[src/rtl/nexys_starship_game_ctrl.sv]
// Nexys Starship top-level game controller: IDLE/PLAY/OVER sequencing, game tick
// generation, survival score and per-lane random spawn pulses for the four lane FSMs.
module nexys_starship_game_ctrl #(
   parameter int          TICK_DIV  = 100_000_000,
   parameter logic [15:0] LFSR_SEED = 16'hACE1
) (
   input  logic       Clk,
   input  logic       Reset,
   input  logic       start_btn,
   input  logic [3:0] lane_gameover,
   output logic       play_flag,
   output logic       gameover_ctrl,
   output logic       timer_clk,
   output logic [3:0] lane_random,
   output logic [7:0] score,
   output logic       q_Idle,
   output logic       q_Play,
   output logic       q_Over
);

   localparam int             CntW   = $clog2(TICK_DIV);
   localparam logic [CntW-1:0] CntMax = CntW'(TICK_DIV - 1);

   typedef enum logic [2:0] {
      Idle = 3'b001,
      Play = 3'b010,
      Over = 3'b100
   } state_t;

   state_t            state_q, state_d;
   logic [CntW-1:0]   tickCnt_q, tickCnt_d;
   logic [7:0]        score_q, score_d;
   logic [15:0]       lfsr_q, lfsr_d;
   logic              timerClk_q, timerClk_d;
   logic [3:0]        laneRandom_q, laneRandom_d;

   always_ff @(posedge Clk or negedge Reset) begin
      if (!Reset) begin
         state_q      <= Idle;
         tickCnt_q    <= '0;
         score_q      <= 8'd0;
         lfsr_q       <= LFSR_SEED;
         timerClk_q   <= 1'b0;
         laneRandom_q <= 4'd0;
      end else begin
         state_q      <= state_d;
         tickCnt_q    <= tickCnt_d;
         score_q      <= score_d;
         lfsr_q       <= lfsr_d;
         timerClk_q   <= timerClk_d;
         laneRandom_q <= laneRandom_d;
      end
   end

   always_comb begin
      state_d      = state_q;
      tickCnt_d    = '0;
      score_d      = score_q;
      timerClk_d   = 1'b0;
      lfsr_d       = {lfsr_q[14:0], lfsr_q[15] ^ lfsr_q[13] ^ lfsr_q[12] ^ lfsr_q[10]};
      laneRandom_d = 4'd0;

      // Spawn decisions use the LFSR value before this edge's shift.
      for (int i = 0; i < 4; i++) begin
         laneRandom_d[i] = (state_q == Play) && (lfsr_q[4*i +: 4] == 4'hF);
      end

      case (state_q)
         Idle: begin
            if (start_btn) begin
               state_d = Play;
               score_d = 8'd0;
            end
         end
         Play: begin
            // A lane loss beats a coincident tick: no pulse, no score.
            if (|lane_gameover) begin
               state_d = Over;
            end else if (tickCnt_q == CntMax) begin
               timerClk_d = 1'b1;
               if (score_q != 8'hFF) begin
                  score_d = score_q + 8'd1;
               end
            end else begin
               tickCnt_d = tickCnt_q + CntW'(1);
            end
         end
         Over: begin
            if (start_btn) begin
               state_d = Idle;
            end
         end
         default: begin
            state_d = Idle;
         end
      endcase
   end

   assign play_flag     = (state_q == Play);
   assign gameover_ctrl = (state_q == Over);
   assign q_Idle        = (state_q == Idle);
   assign q_Play        = (state_q == Play);
   assign q_Over        = (state_q == Over);
   assign timer_clk     = timerClk_q;
   assign lane_random   = laneRandom_q;
   assign score         = score_q;

endmodule

[config.mk]
export PLATFORM = sky130hd
export DESIGN_NAME = nexys_starship_game_ctrl
export DESIGN_NICKNAME = d
export VERILOG_FILES = /design/src/rtl/nexys_starship_game_ctrl.sv
export SDC_FILE = /design/constraint.sdc
export NUM_CORES = 1
export LEC_CHECK = 0
export CAP_MARGIN = 15
export CORE_ASPECT_RATIO = 0.5
export CORE_MARGIN = 8
export CORE_UTILIZATION = 55
export CTS_CLUSTER_SIZE = 30
export DETAILED_ROUTE_END_ITERATION = 12
export DONT_BUFFER_PORTS = 1
export PLACE_DENSITY = 0.69
export SETUP_SLACK_MARGIN = 0.5
export SLEW_MARGIN = 20
export SYNTH_ARGS = -nofsm -noshare
export SYNTH_HDL_FRONTEND = slang
export SYNTH_SLANG_ARGS = --single-unit
[constraint.sdc]
create_clock -name Clk -period 1.9 [get_ports Clk]
set_input_delay 0 -clock Clk [delete_from_list [all_inputs] [get_ports Clk]]
set_output_delay 0 -clock Clk [all_outputs]
set_load 0.005 [all_outputs]
==> results.cfg <==
[status]
status = complete, no violations

[sta]
rsz0062_at_grt = true
slew_violations = 0
setup_viol_count_final = 0
max_freq_mhz = 539
finalCritPeriodShare_pct = 97.7
slew_headroom_pct = 42.4
fin_setup_tns_ns = 0
post-route-min-period_ns = 1.86
worstMarginPinSlew_ns = 0.856
final_hold_viol_count = 0
finalClockSkew_ns = 0.00943
hold_ws_ns = 0.0371

[cells_and_area]
fin_area_um2 = 3810
layout_commonest_cell = dfrtp_1
drive_gt1_share_pct = 50.2
fillers = 209
n_antenna_cell = 0
multi_input_area_um2 = 1480
ff_latch_area_um2 = 1500
mostFrequentLayoutCells = dfrtp_1, buf_4, nor2_4, nand4_1, nor2_1
finalNonFillerCells = 355
area_growth_pct = 45.0
fin_nets = 293

[clocking]
numCtsBuffers = 9
clkSlewWorstSetupHoldPaths_ns = 0.07
cts_sinks = 59
cts_max_path_buffers = 2
root_buffer = clkbuf_8
cts_tree = yes
htree_levels = 3
clk_latency_ns = 0.34

[setup_path]
cp.arrival_ns = 2.09
crit_fanout = 8
end_kind = register
start_kind = register
critPathMaxStageDelay_ns = 0.41
crit_chain = nor4b_2, and4_1, nand3_4, or2_4, o41ai_2
path_class = register to register
cp_slowest_cell = dfrtp_1
required_ns = 2.14

[synthesis]
syn_area_um2 = 2630
synthXorXnorAreaFrac_pct = 9.34
synth_nets = 239
netlist_instances = 230
yosysWarnings = 0
ys_seq_elements = 59
synth-adder-area-share_pct = 0.953
syn_area_per_cell_um2 = 11.4
synth-seq-area-share_pct = 56.7
synth_compound_area_share_pct = 5.05
yosys.area_share.simple_pct = 24.7
synth_top_family_by_area = simple AND/OR/NAND/NOR gates
ys_types = 44
synthMuxAreaShare_pct = 0.763

[placed_design]
gp_congestion = 0.888
dp.cells = 308
port_buffers = 0
placed_area_um2 = 2840
dpl.hpwl_mm = 3.35

[power]
p_leak_uw = 0.00161
ir_worst_vdd_uv = 632
cellPowerDensity_nw_per_um2 = 787
p_total_uw = 3000

[routing]
postRouteAntennaNets = 0
viasPerCell = 5.86
drt_iter0_drc = 172
wl_mm = 7.12
num_vias = 2079
wl_per_cell_um = 20.1
drc_errors = 0
dr.pass1.iters = 4

[global_routing]
grt_max_degree = 60
grt_usage_pct = 17.1
grt.overflow.total = 0
antenna_found_initial = 0
grt_pass1_vias = 2025
grt_pass1_wl_mm = 9.88

[floorplan]
ioPinCount = 25
initial_core_util_pct = 58.5
die_w_um = 114
die_area_um2 = 7370
core_um2 = 4490
num_rows = 17
die_h_um = 64.9

[hold_path]
hold_path.class = input pin to register

[run]
cap_viol_max_count = 0
[report_power, final]
group	leakage, µW	switching [µW]	internal [µW]	total, µW
clock	0.000108	528	773	1300
combinational	0.000719	195	189	385
sequential	0.000780	21.3	1290	1310
[area by class of cell]
cell class	count	area share, %
clock buffer	10	3.61
clock inverter	6	2.33
multi-input combinational	160	38.8
inverter	4	0.460
sequential	59	39.3
tap	66	2.17
timing repair buffer	50	13.3
[routing by layer]
layer / share of wire (%) / track usage (%)
met5: 0 / 0
met4: 2.6 / 7.73
met3: 7.7 / 6.65
met2: 48 / 27.2
met1: 42 / 20.2
[stage by stage]
stage / util (%) / worst slack, ns
2_1_floorplan: - / 0.222
3_3_place_gp: 63.3 / 0.0591
3_5_place_dp: 63.3 / 0.0308
4_1_cts: 75.3 / 0.249
5_1_grt: 84.8 / 0.0303
6_report: 84.8 / 0.0445
[registers in the layout, indices dropped and copies added, names as in the netlist]
| signal | cells |
|---|---|
| tickCnt_q | 27 |
| lfsr_q | 16 |
| score | 8 |
| lane_random | 4 |
| state_q | 3 |
| timer_clk | 1 |
[synth_stat cells, drive strengths merged]
library cell / instances / area, µm²
nand4: 16 / 115
o21ai: 1 / 5.00
or3: 1 / 6.26
o22a: 1 / 8.76
and3: 5 / 31.3
nor2: 38 / 161
mux2i: 2 / 20.0
or2: 1 / 6.26
nor3b: 2 / 15.0
clkbuf: 1 / 3.75
a31oi: 1 / 6.26
o311ai: 3 / 26.3
buf: 6 / 47.5
and4: 6 / 52.6
o211ai: 2 / 15.0
dfrtp: 50 / 1250
nand3b: 2 / 15.0
inv: 4 / 15.0
nand2: 15 / 58.8
or4: 1 / 11.3
a31o: 1 / 8.76
xnor2: 8 / 70.1
ha: 2 / 25.0
o31ai: 3 / 22.5
xor2: 20 / 175
nor4: 3 / 48.8
and2: 2 / 12.5
or3b: 1 / 8.76
nand3: 14 / 75.1
dfstp: 9 / 236
nor3: 1 / 5.00
o41ai: 2 / 25.0
or2b: 1 / 7.51
a21oi: 3 / 15.0
nor4b: 2 / 17.5
[cells by family (layout without fill, tap and decap cells)]
logic type / after synthesis / after routing
and+or+nand+nor: 111 / 111
DFF: 59 / 59
xor gates and xnor gates: 28 / 28
AOI/OAI and AO/OA: 17 / 17
buffers and inverters: 11 / 70
adders and majority gates: 2 / 2
muxes: 2 / 2
[path summary, 6_finish.rpt]
check	to	startpoint	slack, ns	cells after the start
max in group asynchronous	lfsr_q[5]	Reset	1.41	2
hold / removal	state_q[2]	lane_gameover[2]	0.04	3
setup reg to reg	score[5]	tickCnt_q[11]	0.04	5
hold reg to reg	lfsr_q[7]	lfsr_q[6]	0.36	0
setup / recovery	score[5]	tickCnt_q[11]	0.04	5
min in group asynchronous	tickCnt_q[15]	Reset	0.17	2
[repair_timing]
item | in CTS | in global routing
cloned | 2 | 1
setup buffers | 15 | 10
hold buffers | 3 | 0
endpoints found under the hold margin | 62 | 0
resized for setup | 30 | 78
endpoints found under the setup margin | 38 | 40
pin swaps | 12 | 42
[critical path, delay by kind of cell (launching register included)]
kind	cells	cell delay, ns
flip-flops	1	0.41
AND/OR/NAND/NOR	4	1.13
AO/OA/AOI/OAI	1	0.20
(Power assumes the default switching activity.)
